$ cat src/rtl/rf_wb_pkg.sv
// Shared types and constants for the register-file write-back initiator.
package rf_wb_pkg;

  localparam int XLEN   = 32;
  localparam int REG_AW = 5;
  localparam int NREGS  = 32;

  typedef struct packed {
    logic [REG_AW-1:0] rd;
    logic [XLEN-1:0]   data;
  } wb_entry_t;

  typedef enum logic [1:0] {
    IDLE,
    ISSUE,
    STALL
  } wb_state_t;

  // x0 is hard-wired zero, so it never contributes to a pending-write mask.
  function automatic logic [NREGS-1:0] reg_onehot(input logic [REG_AW-1:0] r);
    logic [NREGS-1:0] m;
    m = '0;
    if (r != '0) m[r] = 1'b1;
    return m;
  endfunction

endpackage

$ cat src/rtl/rf_wb_fifo.sv
// Circular buffer of pending write-back entries; exports every slot in age
// order (index 0 = head) with a valid bit for hazard and forwarding lookups.
module rf_wb_fifo
  import rf_wb_pkg::*;
#(
  parameter int DEPTH = 4
) (
  input  logic                     clk,
  input  logic                     rst_n,
  input  logic                     push_i,
  input  wb_entry_t                push_entry_i,
  input  logic                     pop_i,
  input  logic                     flush_i,
  output wb_entry_t                head_o,
  output logic [$clog2(DEPTH):0]   count_o,
  output wb_entry_t [DEPTH-1:0]    entries_o,
  output logic [DEPTH-1:0]         valid_o
);

  localparam int PW = $clog2(DEPTH);
  localparam int CW = PW + 1;

  logic [PW-1:0] wr_ptr_q, wr_ptr_d;
  logic [PW-1:0] rd_ptr_q, rd_ptr_d;
  logic [CW-1:0] count_q, count_d;
  wb_entry_t     mem_q [DEPTH];
  logic          do_push, do_pop;

  assign do_push = push_i & ~flush_i & (count_q != CW'(DEPTH));
  assign do_pop  = pop_i & ~flush_i & (count_q != '0);

  always_comb begin
    // NOTE: every output of a combinational block gets a default first, so no path can infer a latch.
    wr_ptr_d = wr_ptr_q;
    rd_ptr_d = rd_ptr_q;
    count_d  = count_q;
    if (flush_i) begin
      wr_ptr_d = '0;
      rd_ptr_d = '0;
      count_d  = '0;
    end else begin
      if (do_push) wr_ptr_d = wr_ptr_q + PW'(1);
      if (do_pop)  rd_ptr_d = rd_ptr_q + PW'(1);
      case ({do_push, do_pop})
        2'b10:   count_d = count_q + CW'(1);
        2'b01:   count_d = count_q - CW'(1);
        default: count_d = count_q;
      endcase
    end
  end

  // NOTE: sequential state uses non-blocking assignments so all registers update from pre-edge values.
  always_ff @(posedge clk or negedge rst_n) begin
    if (!rst_n) begin
      wr_ptr_q <= '0;
      rd_ptr_q <= '0;
      count_q  <= '0;
    end else begin
      wr_ptr_q <= wr_ptr_d;
      rd_ptr_q <= rd_ptr_d;
      count_q  <= count_d;
    end
  end

  // NOTE: the storage array has no reset; slot contents only matter where the count marks them valid.
  always_ff @(posedge clk) begin
    if (do_push) mem_q[wr_ptr_q] <= push_entry_i;
  end

  always_comb begin
    logic [PW-1:0] idx;
    idx = '0;
    for (int k = 0; k < DEPTH; k++) begin
      idx          = rd_ptr_q + PW'(k);
      entries_o[k] = mem_q[idx];
      valid_o[k]   = CW'(k) < count_q;
    end
  end

  assign head_o  = mem_q[rd_ptr_q];
  assign count_o = count_q;

endmodule

$ cat src/rtl/rf_writeback.sv
// Register-file write-back initiator: buffers results, issues one registered
// write per cycle and exports a pending-write mask for RAW stalls.
// Optional build macro RF_WB_FWD_EN adds two combinational forwarding ports.
module rf_writeback
  import rf_wb_pkg::*;
#(
  parameter int DEPTH = 4
) (
  input  logic              Clk,
  input  logic              Rst_n,
  input  logic              res_valid,
  output logic              res_ready,
  input  logic [REG_AW-1:0] res_rd,
  input  logic [XLEN-1:0]   res_data,
  input  logic              wb_stall,
  input  logic              flush,
  output logic              RegWrite,
  output logic [REG_AW-1:0] waddr,
  output logic [XLEN-1:0]   wdata,
  output logic [NREGS-1:0]  busy_mask,
  output logic              empty
`ifdef RF_WB_FWD_EN
  ,
  input  logic [REG_AW-1:0] fwd_raddr1,
  input  logic [REG_AW-1:0] fwd_raddr2,
  output logic              fwd_hit1,
  output logic              fwd_hit2,
  output logic [XLEN-1:0]   fwd_data1,
  output logic [XLEN-1:0]   fwd_data2
`endif
);

  localparam int CW = $clog2(DEPTH) + 1;

  wb_state_t             state_q, state_d;
  logic                  push, pop, last_entry;
  logic [CW-1:0]         count;
  wb_entry_t             head, push_entry;
  wb_entry_t [DEPTH-1:0] entries;
  logic [DEPTH-1:0]      valid;
  logic                  regwrite_q;
  logic [REG_AW-1:0]     waddr_q;
  logic [XLEN-1:0]       wdata_q;

  // x0 results complete the handshake but are never stored.
  assign res_ready  = count != CW'(DEPTH);
  assign push       = res_valid & res_ready & (res_rd != '0);
  assign push_entry = '{rd: res_rd, data: res_data};
  assign last_entry = count == CW'(1);

  rf_wb_fifo #(.DEPTH(DEPTH)) u_fifo (
    .clk          (Clk),
    .rst_n        (Rst_n),
    .push_i       (push),
    .push_entry_i (push_entry),
    .pop_i        (pop),
    .flush_i      (flush),
    .head_o       (head),
    .count_o      (count),
    .entries_o    (entries),
    .valid_o      (valid)
  );

  always_ff @(posedge Clk or negedge Rst_n) begin
    if (!Rst_n) state_q <= IDLE;
    else        state_q <= state_d;
  end

  always_comb begin
    state_d = state_q;
    if (flush) begin
      state_d = IDLE;
    end else begin
      case (state_q)
        IDLE:    if (push) state_d = ISSUE;
        ISSUE: begin
          if (wb_stall)                state_d = STALL;
          else if (last_entry && !push) state_d = IDLE;
        end
        STALL: begin
          if (!wb_stall) state_d = (last_entry && !push) ? IDLE : ISSUE;
        end
        default: state_d = IDLE;
      endcase
    end
  end

  // Non-IDLE states always hold at least one entry, so the state alone gates issue.
  always_comb begin
    pop = (state_q != IDLE) & ~wb_stall & ~flush;
  end

  // Write port is registered so the regfile's negedge write sees stable values.
  always_ff @(posedge Clk or negedge Rst_n) begin
    if (!Rst_n) begin
      regwrite_q <= 1'b0;
      waddr_q    <= '0;
      wdata_q    <= '0;
    end else begin
      regwrite_q <= pop;
      if (pop) begin
        waddr_q <= head.rd;
        wdata_q <= head.data;
      end
    end
  end

  assign RegWrite = regwrite_q;
  assign waddr    = waddr_q;
  assign wdata    = wdata_q;
  assign empty    = (count == '0) & ~regwrite_q;

  always_comb begin
    busy_mask = '0;
    for (int k = 0; k < DEPTH; k++) begin
      if (valid[k]) busy_mask |= reg_onehot(entries[k].rd);
    end
    if (regwrite_q) busy_mask |= reg_onehot(waddr_q);
  end

`ifdef RF_WB_FWD_EN
  // Youngest match wins: the port register is oldest, then FIFO head to tail.
  function automatic logic [XLEN:0] fwd_lookup(input logic [REG_AW-1:0] raddr);
    logic            hit;
    logic [XLEN-1:0] data;
    hit  = regwrite_q && (waddr_q == raddr);
    data = wdata_q;
    for (int k = 0; k < DEPTH; k++) begin
      if (valid[k] && entries[k].rd == raddr) begin
        hit  = 1'b1;
        data = entries[k].data;
      end
    end
    if (raddr == '0) hit = 1'b0;
    return {hit, data};
  endfunction

  always_comb begin
    {fwd_hit1, fwd_data1} = fwd_lookup(fwd_raddr1);
    {fwd_hit2, fwd_data2} = fwd_lookup(fwd_raddr2);
  end
`else
  logic unused_entry_data;
  assign unused_entry_data = ^entries;
`endif

endmodule
$ cat config.mk
export PLATFORM = sky130hd
export DESIGN_NAME = rf_writeback
export DESIGN_NICKNAME = d
export VERILOG_FILES = /design/src/rtl/rf_wb_pkg.sv /design/src/rtl/rf_wb_fifo.sv /design/src/rtl/rf_writeback.sv
export SDC_FILE = /design/constraint.sdc
export NUM_CORES = 1
export LEC_CHECK = 0
export CORE_ASPECT_RATIO = 1.1
export CORE_MARGIN = 8
export CORE_UTILIZATION = 52
export CTS_BUF_LIST = sky130_fd_sc_hd__clkbuf_8
export DETAILED_ROUTE_END_ITERATION = 16
export PLACE_DENSITY_LB_ADDON = 0.15
export SYNTH_ARGS = -nofsm -noshare
export SYNTH_HDL_FRONTEND = slang
export SYNTH_SLANG_ARGS = --single-unit
export TNS_END_PERCENT = 50
$ cat constraint.sdc
create_clock -name Clk -period 2.3 [get_ports Clk]
set_input_delay 0.69 -clock Clk [delete_from_list [all_inputs] [get_ports Clk]]
set_output_delay 0.69 -clock Clk [all_outputs]
set_load 0.05 [all_outputs]
==> results_dict.tcl <==
set metrics [dict create \
    crit_slowest_cell "mux4_2" \
    worst_pin_slew_ps 631 \
    gp_congestion 0.981 \
    drt_pass1_iterations 4 \
    multi_input_area_sq_mm 0.00426 \
    nNetsFinal 854 \
    fp-row-count 50 \
    reg2reg_to "u_fifo.count_o[1]$_DFFE_PN0P_" \
    postPlaceCellArea_sq_mm 0.0120 \
    syn_to_final_growth_pct 44.6 \
    syn_nets 635 \
    layout.cells.most_common_list "edfxtp_1, buf_4, mux4_2" \
    violations "setup timing" \
    cts.clk_slew.worst_paths_ps 120 \
    cts_tree "built" \
    grt_antenna_before_repair 0 \
    drt_iter0_markers 466 \
    ys_warn_count 0 \
    r2r.worst_path.cells 10 \
    register_area_sq_mm 0.00563 \
    async_flop_share_pct 24.1 \
    layout-drive-gt1-share_pct 54.2 \
    wl_per_cell_microns 25.7 \
    ios 114 \
    reg2reg_slack_ps -80 \
    drt-total-wl_mm 27.0 \
    skew_ps 16.0 \
    hpwl_mm 19.0 \
    synth-edff-count 148 \
    die_x_microns 142 \
    worstPathCellList "buf_8 -> mux4_2 -> nor2b_4 -> nor2b_4 -> buf_6 -> a22oi_2 -> nand3_4 -> buf_12" \
    maxCapViolCount 0 \
    startpoint "u_fifo.rd_ptr_q[0]$_DFFE_PN0P_" \
    cts_root_buffer "clkbuf_8" \
    grtUsageTotal_pct 24.8 \
    ant_nets 0 \
    hold_viol 0 \
    power.density_mw_per_mm2 762 \
    p_leak_nw 4.85 \
    slew_violations 0 \
    final.period_utilization_pct 142 \
    critPathTopFamily "multiplexers" \
    worst-path-stages 8 \
    avgSynthCellArea_sq_um 15.5 \
    path_class "register to primary output" \
    dieArea_sq_mm 0.0220 \
    period_minus_slack_ps 3260 \
    die_h_microns 155 \
    viasPerCell 6.09 \
    grt_pass1_wl_mm 40.7 \
    cts_buffers 17 \
    final_util_pct 76.9 \
    critPathBufInv 3 \
    crit_end "busy_mask[23]" \
    setup_ws_ps -955 \
    core_sq_mm 0.0171 \
    status "finished, violations left" \
    synth_seq_area_share_pct 61.9 \
    start_util_pct 53.2 \
    vdd.ir_drop.worst_mv 0.779 \
    grt_max_degree 29 \
    clock.fmax_mhz 307 \
    portBuffers 112 \
    holdBufCountCts 0 \
    synth_ff_type "edfxtp_1" \
    cp_common_cell "nor2b_4" \
    insertedDiodeCount 0 \
    worstPathRequired_ps 1610 \
    syn-cell-area_sq_mm 0.00909 \
    hold_path.class "primary input to asynchronous set/reset pin" \
    grt_pass1_vias 6859 \
    fillCellCount 992 \
    fin_area_sq_mm 0.0131 \
    synth_cells 585 \
    drc 0 \
    ys_seq_elements 195 \
    grt_overflow 0 \
    slew_headroom_pct 57.6 \
    mostFrequentLayoutCell "edfxtp_1" \
    cp_max_fo 7 \
    clockBufferDepth 2 \
    cts_sinks 195 \
    slowest_delay_ps 610 \
    reg2reg_from "u_fifo.count_o[1]$_DFFE_PN0P_" \
    cts_htree_levels 4 \
    insertion_delay_ps 450 \
    rsz0062_at_grt "true" \
    vias 6401 \
    place_ws_ps -704 \
    cp-start-kind "register" \
    endpoint_kind "primary output" \
    synth_cell_type_count 45 \
    setup_viol_count_final 41 \
    crit_arrival_ps 2570 \
]
cell families after synthesis:
kind of cell	share of synthesized area (%)
other cells	0.0413
buf+inv	2.19
flops	61.9
xor+xnor	0.578
mux	17.7
compound gates	6.25
simple gates	10.3
fa+ha+maj	1.10
worst min-delay path by stage:
| stage | to | slack [ps] | cells after the start |
|---|---|---|---|
| 2_1_floorplan | RegWrite$_DFF_PN0_ | 390 | 0 |
| 3_3_place_gp | wdata[22]$_DFFE_PN0P_ | 490 | 1 |
| 3_5_place_dp | wdata[20]$_DFFE_PN0P_ | 490 | 1 |
| 4_1_cts | wdata[22]$_DFFE_PN0P_ | 220 | 2 |
| 5_1_grt | wdata[22]$_DFFE_PN0P_ | 220 | 2 |
| 6_report | wdata[22]$_DFFE_PN0P_ | 220 | 2 |
repair_timing:
action                                 in CTS  in global routing
cloned                                      4                  0
endpoints found under the hold margin       0                  0
setup endpoints to repair                 213                 41
gates resized for setup                   109                 54
pin swaps                                  34                 27
buffers inserted                           15                  5
power breakdown:
group | switching, mW | internal [mW] | leakage [nW]
clock | 1.36 | 0.858 | 0.205
sequential | 0.282 | 4.16 | 1.92
combinational | 2.11 | 1.25 | 2.73
total | 3.75 | 6.27 | 4.85
through the flow:
| stage | power, mW | hold WS [ps] | TNS, ps | cells |
|---|---|---|---|---|
| global route | 10.4 | 217 | -31000 | 1051 |
| CTS | 9.96 | 219 | -28960 | 1048 |
| floorplan | 6.38 | 394 | -13070 | 585 |
| detailed placement | 7.75 | 494 | -126190 | 999 |
| finish | 10.0 | 220 | -28050 | 1051 |
| global placement | 7.68 | 487 | -124250 | 999 |
final cells by class:
cell class | instances | share of cell area (%)
repair buffers | 230 | 19.1
clock inverters | 15 | 1.48
well taps | 234 | 2.23
inverters | 5 | 0.162
multi-input cells | 355 | 32.4
flip-flops and latches | 195 | 42.8
clock buffers | 17 | 1.78
cells in the mapped netlist, types with 4 or more instances:
cell type | number | area, sq um
buf_4 | 4 | 30.0
edfxtp_1 | 148 | 4440
nand2b_1 | 5 | 31.3
nor3_1 | 7 | 35.0
mux2_2 | 40 | 450
buf_6 | 5 | 56.3
nand3_1 | 43 | 215
xnor2_1 | 4 | 35.0
mux4_2 | 51 | 1150
clkbuf_1 | 10 | 37.5
a22oi_1 | 59 | 443
and2_1 | 10 | 62.6
nor3b_1 | 7 | 52.6
nor2b_1 | 12 | 75.1
ha_1 | 8 | 100
nor2_1 | 33 | 124
nand2_1 | 30 | 113
dfrtp_1 | 47 | 1180
buf_2 | 6 | 30.0
buf_1 | 7 | 26.3
inv_1 | 5 | 18.8
sequential cells by signal (all words and copies together) (netlist names):
name / cells
u_fifo.count_o: 3
u_fifo.wr_ptr_q: 2
state_q: 2
wdata: 32
u_fifo.rd_ptr_q: 2
u_fifo.mem_q: 148
waddr: 5
RegWrite: 1
routing by layer:
layer | GRT usage, % | vias up | routed length (microns)
met5 | 0 | - | 0
met4 | 12.0 | 0 | 1240
met3 | 4.34 | 72 | 1550
met2 | 45.4 | 298 | 14800
met1 | 27.0 | 3266 | 9330
li1 | - | 2765 | -
worst reg2reg max path, cell delays in order, from the launching register on:
cell and delay (ps):
dfrtp_1 430, inv_2 70, buf_6 120, ha_4 170, nand2b_4 90, buf_4 120, or4b_4 490, buf_4 180
nand2_1 110, a211oi_1 100, a311oi_1 370
No activity file was read; power rests on OpenSTA's default activity.
